### config.mk
export PLATFORM = sky130hd
export DESIGN_NAME = cursor
export DESIGN_NICKNAME = d
export VERILOG_FILES = /design/src/rtl/cursor.sv
export SDC_FILE = /design/constraint.sdc
export NUM_CORES = 1
export LEC_CHECK = 0
export ABC_AREA = 1
export CAP_MARGIN = 20
export CORE_ASPECT_RATIO = 2
export CORE_UTILIZATION = 45
export CTS_CLUSTER_DIAMETER = 60
export DETAILED_ROUTE_END_ITERATION = 8
export PLACE_DENSITY_LB_ADDON = 0.15
export SLEW_MARGIN = 20
export SYNTH_ARGS = -nofsm -noshare
export SYNTH_HDL_FRONTEND = slang
export SYNTH_SLANG_ARGS = --single-unit
### constraint.sdc
create_clock -name clk -period 2.1 [get_ports clk]
set_input_delay 0.42 -clock clk [delete_from_list [all_inputs] [get_ports clk]]
set_output_delay 0.42 -clock clk [all_outputs]
set_load 0.01 [all_outputs]
### src/rtl/cursor.sv
// Text-mode cursor controller: blink generator, cursor position tracking from key events,
// and registered cursor-cell hit flag. Optional macro CURSOR_HOLD_EN keeps the cursor solid after typing.
module cursor #(
    parameter int COLS       = 70,
    parameter int ROWS       = 30,
    parameter int BLINK_HALF = 12500000,
    parameter int PROMPT_X   = 2
) (
    input  logic       clk,
    input  logic       rst_n,
    output logic       flash_on,
    input  logic       key_valid,
    input  logic [7:0] key_ascii,
    input  logic       is_dir,
    output logic [6:0] cur_x,
    output logic [4:0] cur_y,
    output logic       scroll,
    input  logic [6:0] scan_x,
    input  logic [4:0] scan_y,
    output logic       cursor_hit
);

    localparam int              CW       = $clog2(BLINK_HALF);
    localparam logic [CW-1:0]   CNT_MAX  = CW'(BLINK_HALF - 1);
    localparam logic [6:0]      X_MAX    = 7'(COLS - 1);
    localparam logic [6:0]      X_PROMPT = 7'(PROMPT_X);
    localparam logic [4:0]      Y_MAX    = 5'(ROWS - 1);

    logic [CW-1:0] r_cnt;
    logic          r_flash;
    logic [6:0]    r_x;
    logic [4:0]    r_y;
    logic          r_scroll;
    logic          r_hit;

    logic [6:0]    w_nx;
    logic [4:0]    w_ny;
    logic          w_scroll;

    // Next cursor position for the current key event; Enter and Backspace ignore is_dir.
    always_comb begin
        w_nx     = r_x;
        w_ny     = r_y;
        w_scroll = 1'b0;
        if (key_valid) begin
            if (key_ascii == 8'h0D) begin
                w_nx = X_PROMPT;
                if (r_y < Y_MAX) w_ny = r_y + 5'd1;
                else             w_scroll = 1'b1;
            end else if (key_ascii == 8'h08) begin
                if (r_x != 7'd0) begin
                    w_nx = r_x - 7'd1;
                end else if (r_y != 5'd0) begin
                    w_nx = X_MAX;
                    w_ny = r_y - 5'd1;
                end
            end else if (is_dir) begin
                case (key_ascii)
                    8'h32:   if (r_y < Y_MAX)  w_ny = r_y + 5'd1;
                    8'h34:   if (r_x != 7'd0)  w_nx = r_x - 7'd1;
                    8'h36:   if (r_x < X_MAX)  w_nx = r_x + 7'd1;
                    8'h38:   if (r_y != 5'd0)  w_ny = r_y - 5'd1;
                    default: ;
                endcase
            end else if (key_ascii >= 8'h20 && key_ascii <= 8'h7E) begin
                if (r_x < X_MAX) begin
                    w_nx = r_x + 7'd1;
                end else begin
                    w_nx = 7'd0;
                    if (r_y < Y_MAX) w_ny = r_y + 5'd1;
                    else             w_scroll = 1'b1;
                end
            end
        end
    end

`ifdef CURSOR_HOLD_EN
    logic w_change;
    assign w_change = (w_nx != r_x) || (w_ny != r_y) || w_scroll;
`endif

    always_ff @(posedge clk or negedge rst_n) begin
        if (!rst_n) begin
            r_cnt   <= '0;
            r_flash <= 1'b0;
`ifdef CURSOR_HOLD_EN
        end else if (w_change) begin
            r_cnt   <= '0;
            r_flash <= 1'b1;
`endif
        end else if (r_cnt == CNT_MAX) begin
            r_cnt   <= '0;
            r_flash <= ~r_flash;
        end else begin
            r_cnt   <= r_cnt + CW'(1);
        end
    end

    // Hit uses the pre-edge position and blink phase, giving one cycle of latency.
    always_ff @(posedge clk or negedge rst_n) begin
        if (!rst_n) begin
            r_x      <= X_PROMPT;
            r_y      <= 5'd0;
            r_scroll <= 1'b0;
            r_hit    <= 1'b0;
        end else begin
            r_x      <= w_nx;
            r_y      <= w_ny;
            r_scroll <= w_scroll;
            r_hit    <= (scan_x == r_x) && (scan_y == r_y) && r_flash;
        end
    end

    assign flash_on   = r_flash;
    assign cur_x      = r_x;
    assign cur_y      = r_y;
    assign scroll     = r_scroll;
    assign cursor_hit = r_hit;

endmodule

; Word level (Yosys, flattened, before mapping)
; Index checks and enable logic that the tools add are counted.
[totals]
regBits = 39
inputBits = 24
out_inout_bits = 15
word_cells = 67
[classes]
add_sub_neg = 5
magnitude_cmp = 4
eq_ne = 16
mux = 27
bitwise_logic = 1
reduce_logical = 8
[op_table]
columns = op, n
row1 = $mux 7, 9
row2 = $mux 5, 8
row3 = $eq 8x6->1 const B, 4
row4 = $add 24x1->24 const B, 1
row5 = $eq 24x24->1 const B, 1
row6 = $mux 24, 1
row7 = $eq 8x4->1 const B, 2
row8 = $pmux 7 s2, 1
row9 = $ne 5x1->1 const B, 2
row10 = $ne 5x5->1 const B, 2
row11 = $pmux 5 s2, 1
row12 = $ge 8x6->1 const B, 1
row13 = $le 8x7->1 const B, 1
row14 = $add 7x1->7 const B, 1
row15 = $eq 7x7->1, 1
row16 = $lt 7x7->1 const B, 1
row17 = $mux 1, 7
row18 = $reduce_bool 7->1, 1
row19 = $sub 7x1->7 const B, 1
row20 = $reduce_and 6->1, 1
row21 = $add 5x1->5 const B, 1
row22 = $eq 5x5->1, 1
row23 = $lt 5x5->1 const B, 1
row24 = $reduce_and 5->1, 1
row25 = 8 further kinds, 10

; Depth between registers and ports, before layout
; Gate-level depths: netlist (run 1).
[logic_depth]
word_depth = 8
depth_mapped = 12
mapped_depth_nobuf = 11

; Worst setup path after synthesis (run 1)
; Ideal clock, no wire load.
[synth_path]
path_kind = register -> register
startpoint = register r_x[1], in the netlist cur_x[1]
endpoint = register r_y[1], in the netlist cur_y[1]
setup_ps = 127
arrival_time_ps = 1509
t_required_ps = 1973
setup_slack_ps = 464
stages_incl_launch_ff = 11
n_path_buf = 0
period_less_slack_ps = 1636
path_cell_list = dfstp_2 -> inv_1 -> ha_1 -> nand2_1 -> nor2_2 -> nor2_1 -> inv_1 -> nand2_2 -> nor2_8 -> nand2_1 -> o21ai_0
[synth_via]
elab_chain_len = 3
word_cells_on_any_way = 5
cone_classes = order compare (1) / eq/ne (2) / reduce/logical (2)
[synth_rtl]
columns = element, line_no
row1 = from (decl), 31  ; logic [6:0] r_x;
row2 = from (signal assigned), 107  ; r_x <= w_nx;
row3 = $lt 7x7->1 or $reduce_bool 7->1 (tied branches), "66, 51"
row4 = $ne 4x4->1 (no source line) or $ne 3x3->1 (tied branches), -
row5 = $reduce_and 5->1 (no source line) *, -
row6 = to (signal assigned), 108  ; r_y <= w_ny;
row7 = to (decl), 32  ; logic [4:0] r_y;
; Every way passes the cells marked *; elsewhere a longest branch is shown, timed or not.
; A chain may end at the register's enable or synchronous reset.

; Worst setup path in the final report (run 1)
[layout_path]
startpoint = register r_x[2], in the netlist cur_x[2]
endpoint = output cur_x[2]
[layout_lines]
columns = element, line_no
row1 = to (decl), 15  ; output logic [6:0] cur_x,
; No word-level cell between the ends.

==> results of run 1 <==
sequential cells by signal, summed over array words and instances (netlist names):
register and cells:
cursor_hit 1, r_cnt 24, scroll 1, cur_x 7, flash_on 1, cur_y 5
worst min-delay path by stage:
stage / start / end / slack, ps / depth (start not counted)
after floorplan: rst_n / cur_x[0] / 120 / 0
after global placement: rst_n / r_cnt[17] / 410 / 1
after detailed placement: rst_n / r_cnt[17] / 410 / 1
after CTS: rst_n / r_cnt[17] / 100 / 1
after global routing: rst_n / r_cnt[17] / 120 / 1
final: rst_n / r_cnt[17] / 90 / 1
power by group through the flow:
stage	Clock [mW]	Combinational (mW)	Sequential, mW
global route	0.850	1.88	1.09
CTS	0.822	1.67	1.07
finish	0.807	1.67	1.07
floorplan	0	1.09	1.03
detailed placement	0	1.67	1.08
global placement	0	1.65	1.08
final cells by class:
class	count	share of cell area [%]
well taps	88	2.86
multi-input cells	358	48.1
inverters	67	6.52
clock buffers	8	4.06
repair buffers	54	13.2
flip-flops and latches	39	25.3
metrics by stage:
stage          cell area (um^2)  worst slack (ps)  util (%)
2_1_floorplan              3140               464         -
3_3_place_gp               3700              6.78      55.4
3_5_place_dp               3700             -34.2      55.4
4_1_cts                    3860               130      57.8
5_1_grt                    3860              9.96      57.8
6_report                   3860               142      57.8
layout by cell type (no fill, tap or decap), types with 2 or more instances in the layout:
cell,synthesis,layout
a21oi_1,8,8
and3_1,2,2
buf_4,3,15
clkbuf_16,0,5
clkbuf_8,0,2
clkdlybuf4s50_1,0,37
dfrtp_1,38,38
ha_1,6,6
inv_1,58,58
inv_2,9,9
nand2_1,130,130
nand2_2,7,7
nand3_1,38,38
nand3_2,2,2
nand4_1,14,14
nor2_1,57,57
nor2_2,7,7
nor2_4,4,4
nor2_8,2,2
nor3_1,9,9
nor4_1,8,8
o21ai_0,21,21
o21ai_1,7,7
xnor2_1,7,7
xor2_1,18,18
layer usage:
metal | track usage (%) | vias to the layer above | share of wire [%]
li1 | - | 1617 | -
met1 | 23.7 | 1447 | 34
met2 | 51.4 | 74 | 58
met3 | 5.71 | 35 | 2.8
met4 | 18.6 | 0 | 5.2
met5 | 0 | - | 0
cell families (layout without fill, tap and decap cells):
group / count (synthesis) / after routing / share of synthesized area [%]
xor gates and xnor gates: 25 / 25 / 6.97
AOI/OAI and AO/OA: 41 / 41 / 7.01
buffers and inverters: 76 / 129 / 9.88
and+or+nand+nor: 286 / 286 / 42.6
adders and majority gates: 6 / 6 / 2.39
DFF: 39 / 39 / 31.1
cells in the mapped netlist (5+ instances only):
cell type and instances:
nand2_2 7, inv_1 58, nor3_1 9, nand2_1 130, a21oi_1 8, inv_2 9
nand3_1 38, xor2_1 18, nor2_1 57, nor2_2 7, o21ai_1 7, dfrtp_1 38
xnor2_1 7, nor4_1 8, o21ai_0 21, buf_2 5, nand4_1 14, ha_1 6
==> results.cfg, run 1 <==
[cts]
cts_num_sinks = 39
cts.htree.levels = 2
cts_buf_count = 5
cts_max_path_buffers = 2
post_cts_hold_buffer_count = 0
clkTransAtPathRegs_ps = 60
cell_at_the_root_of_the_clock_tree = clkbuf_16
ctsResizeCount = 0
cts_tree = built
clkLatencyLatePin_ps = 290
post-cts-setup-buffers = 0

[setup_path]
timing.critical_path.fanout_max = 10
cp_data_required_time_ps = 1680
worstSetupStartpointType = flip-flop
path_delay_family = buffers and inverters
crit_path_largest_cell_delay_ps = 630
critical-path-slowest-cell = clkdlybuf4s50_1
crit_path_end_kind = primary output
critical_path_buf_inv_count = 1
worstSetupPathType = flip-flop to primary output
critical_path.cell_chain = clkdlybuf4s50_1
worst_ep_arrival_time_ps = 1540
reg2reg_depth = 10
r2r-end = r_cnt[18]
worstSetupEndpoint = cur_x[2]
timing.critical_path.from = cur_x[2]
worst-r2r-setup-slack_ps = 220
worst-path-stages = 1
rr_startpoint = r_cnt[0]

[floorplan]
die_area_um2 = 7340
start_util_pct = 47.1
die_h_um = 120
num_io_pins = 39
num_rows = 42
die_x_um = 61.1
floorplan.core_area_um2 = 6670

[sta]
final.setup.tns_ps = 0
slew_viol_final = 0
fin_crit_ps = 1960
fin_hold_ws_ps = 92.7
worst_case_headroom_to_the_max_slew_limit_pct = 59.3
timing.final.hold_violations = 0
setup_repair_after_global_routing_missed_its_margin = no
timing.clock.skew_ps = 3.54
achievable-frequency_mhz = 511
worst_slew_pin_slew_ps = 605
finalSetupViolations = 0
min_period_over_period_pct = 93.3

[final_layout]
seqCellArea_um2 = 977
multi_input_area_um2 = 1850
number_of_standard_cells_in_the_layout_taps_in_and_fillers_out = 614
ant_diodes = 0
area_delta_synth_final_pct = 22.8
drive_above_1_share_pct = 11.6
filler_cell_count = 671
nets = 555

[pwr]
ir_drop_worst_case_vdd_mv = 0.574
share_clk_of_total_power_pct = 22.7
p_switching_mw = 1.45
power.density_nw_per_um2 = 921
swShare_pct = 40.8
power.total_mw = 3.55
comb_power_share_pct = 47.1
p_int_mw = 2.10
seqPwrFrac_pct = 30.2
p_leak_nw = 1.92

[global_route]
grt_usage_pct = 27.5
grt_remaining_overflow = 0
grt_start_max_net_pins = 22
grt_antenna_before_repair = 0
first_global_vias = 3251
global_route_wire_length_before_repair_mm = 14.7

[routing]
drt-total-wl_mm = 8.91
routed_wire_length_per_instance_um = 14.5
route.vias.total = 3173
initialDrtViolationCount = 197
dr.pass1.iters = 4
drc_errors = 0
post_drt_via_cell_ratio = 5.17
drtAntennaViolNets = 0

[synth]
synth_edf_count = 0
dominantRegCellSynth = dfrtp_1
mapped_nets = 503
yosys.cell_types.count = 36
netlist.area_leader.share_pct = 30.3
syn-cell-area_um2 = 3140
syn-instance-count = 473
yosys_register_bits = 39
postSynth.asyncResetShare_pct = 100
ys_top_cells_by_area = dfrtp_1 (30%), nand2_1 (16%), inv_1 (6.9%)
synth.yosys.warnings = 0
synth_area_per_cell_um2 = 6.64
yosysSeqAreaShare_pct = 31.1
synthDominantAreaCellType = dfrtp_1

[status]
status = complete, no violations

[placed_design]
dp_cells = 606
gp_routability_congestion = 0.958
number_of_buffers_inserted_by_port_buffering = 38
dp_hpwl_mm = 7.18

[worst_hold_path]
hold_path.class = input port to asynchronous set/reset pin

[run]
max_cap_viol_count = 0
No activity file was read; power rests on OpenSTA's default activity.
==> run 2, diff against run 1 <==
--- a/config.mk
+++ b/config.mk
@@ -8,7 +8,7 @@
 export ABC_AREA = 1
 export CAP_MARGIN = 20
 export CORE_ASPECT_RATIO = 2
-export CORE_UTILIZATION = 45
+export CORE_UTILIZATION = 40
 export CTS_CLUSTER_DIAMETER = 60
 export DETAILED_ROUTE_END_ITERATION = 8
 export PLACE_DENSITY_LB_ADDON = 0.15
==> results.cfg, run 2 (synthesis results as in run 1) <==
[setup_path]
path_delay_family = buffers and inverters
timing.critical_path.fanout_max = 10
cp_data_required_time_ps = 1680
crit_path_end_kind = primary output
worstSetupPathType = flip-flop to primary output
crit_path_largest_cell_delay_ps = 640
critical_path_buf_inv_count = 1
worst_ep_arrival_time_ps = 1530
critical-path-slowest-cell = clkdlybuf4s50_1
worstSetupStartpointType = flip-flop
critical_path.cell_chain = clkdlybuf4s50_1

[floorplan]
start_util_pct = 41.3
num_rows = 45
num_io_pins = 39
die_h_um = 127
die_area_um2 = 8230
die_x_um = 64.7
floorplan.core_area_um2 = 7600

[routing]
initialDrtViolationCount = 123
routed_wire_length_per_instance_um = 14.3
post_drt_via_cell_ratio = 5.18
drtAntennaViolNets = 0
drt-total-wl_mm = 8.82
drc_errors = 0
route.vias.total = 3195
dr.pass1.iters = 4

[cts]
cts.htree.levels = 2
post-cts-setup-buffers = 0
cts_num_sinks = 39
ctsResizeCount = 0
post_cts_hold_buffer_count = 0
cts_max_path_buffers = 2
cts_buf_count = 5
clkTransAtPathRegs_ps = 60
cell_at_the_root_of_the_clock_tree = clkbuf_16
clkLatencyLatePin_ps = 290
cts_tree = built

[pwr]
comb_power_share_pct = 45.5
power.total_mw = 3.64
seqPwrFrac_pct = 29.8
power.density_nw_per_um2 = 943
share_clk_of_total_power_pct = 24.7
ir_drop_worst_case_vdd_mv = 0.421
swShare_pct = 40.3
p_switching_mw = 1.47
p_leak_nw = 1.91
p_int_mw = 2.17

[final_layout]
number_of_standard_cells_in_the_layout_taps_in_and_fillers_out = 617
design_area_um2 = 3860
ant_diodes = 0
nets = 552
largest_register = r_cnt
most-common-layout-cells = nand2_1 (130), inv_1 (58), nor2_1 (57)
final_core_util_pct = 50.8
largest_register_ffs = 24
final_common_cell = nand2_1
drive_above_1_share_pct = 11.3
area_delta_synth_final_pct = 22.9

[placed_design]
number_of_buffers_inserted_by_port_buffering = 38
place_area_um2 = 3680
dp_cells = 609
gp_routability_congestion = 0.894
dp_hpwl_mm = 7.26

[sta]
worst_slew_pin_slew_ps = 579
worst_case_headroom_to_the_max_slew_limit_pct = 61.0
final.setup.tns_ps = 0
timing.final.hold_violations = 0
min_period_over_period_pct = 93.1
achievable-frequency_mhz = 512
finalSetupViolations = 0
slew_viol_final = 0
setup_repair_after_global_routing_missed_its_margin = no
fin_crit_ps = 1950
timing.clock.skew_ps = 5.23

[worst_hold_path]
hold_path.class = input port to asynchronous set/reset pin

[global_route]
grt_remaining_overflow = 0
first_global_vias = 3218
grt_antenna_before_repair = 0
global_route_wire_length_before_repair_mm = 14.4
grt_start_max_net_pins = 21
grt_usage_pct = 23.2

[status]
status = complete, no violations

[run]
max_cap_viol_count = 0
## run 2: cell types whose count changed in the layout (fill, tap and decap cells not counted), sizes merged
cell | before | now
buf | 17 | 14
clkbuf | 8 | 6
bufinv | 0 | 1
clkinv | 0 | 1
## run 2: power by group through the flow
stage,sequential [mW],combinational (mW),clock (mW)
6_report,1.08,1.66,0.899
5_1_grt,1.10,1.84,0.950
4_1_cts,1.08,1.66,0.923
3_5_place_dp,1.10,1.65,0
3_3_place_gp,1.10,1.64,0
2_1_floorplan,1.03,1.09,0
## run 2: per-stage QoR
step / setup WS (ps) / hold WS (ps)
floorplan: 464 / 124
global placement: 18.8 / 411
detailed placement: -8.13 / 409
CTS: 123 / 97.9
global route: 69.9 / 127
finish: 145 / 87.8
## run 2: path summary, 6_finish.rpt
| check | slack (ps) | start | to | depth (start not counted) |
|---|---|---|---|---|
| min | 90 | rst_n | r_cnt[13] | 1 |
| min in group clk | 520 | flash_on | flash_on | 1 |
| max | 150 | cur_x[2] | cur_x[2] | 1 |
| min reg2reg | 520 | flash_on | flash_on | 1 |
| max reg2reg | 250 | r_cnt[5] | r_cnt[21] | 7 |
| max in group asynchronous | 1450 | rst_n | cur_x[1] | 2 |
## run 2: layer usage
layer,track usage [%],routed length [um]
met2,46.8,5170
met3,2.68,191
met4,16.5,509
met1,19.5,2950
met5,0,0
## run 2: final cells by class
| class | count | area (um^2) |
|---|---|---|
| Multi-Input combinational cell | 358 | 1850 |
| Inverter | 67 | 251 |
| Fill cell | 798 | 3740 |
| Tap cell | 94 | 118 |
| Timing Repair Buffer | 51 | 485 |
| Clock buffer | 6 | 139 |
| Clock inverter | 2 | 35.0 |
| Sequential cell | 39 | 977 |
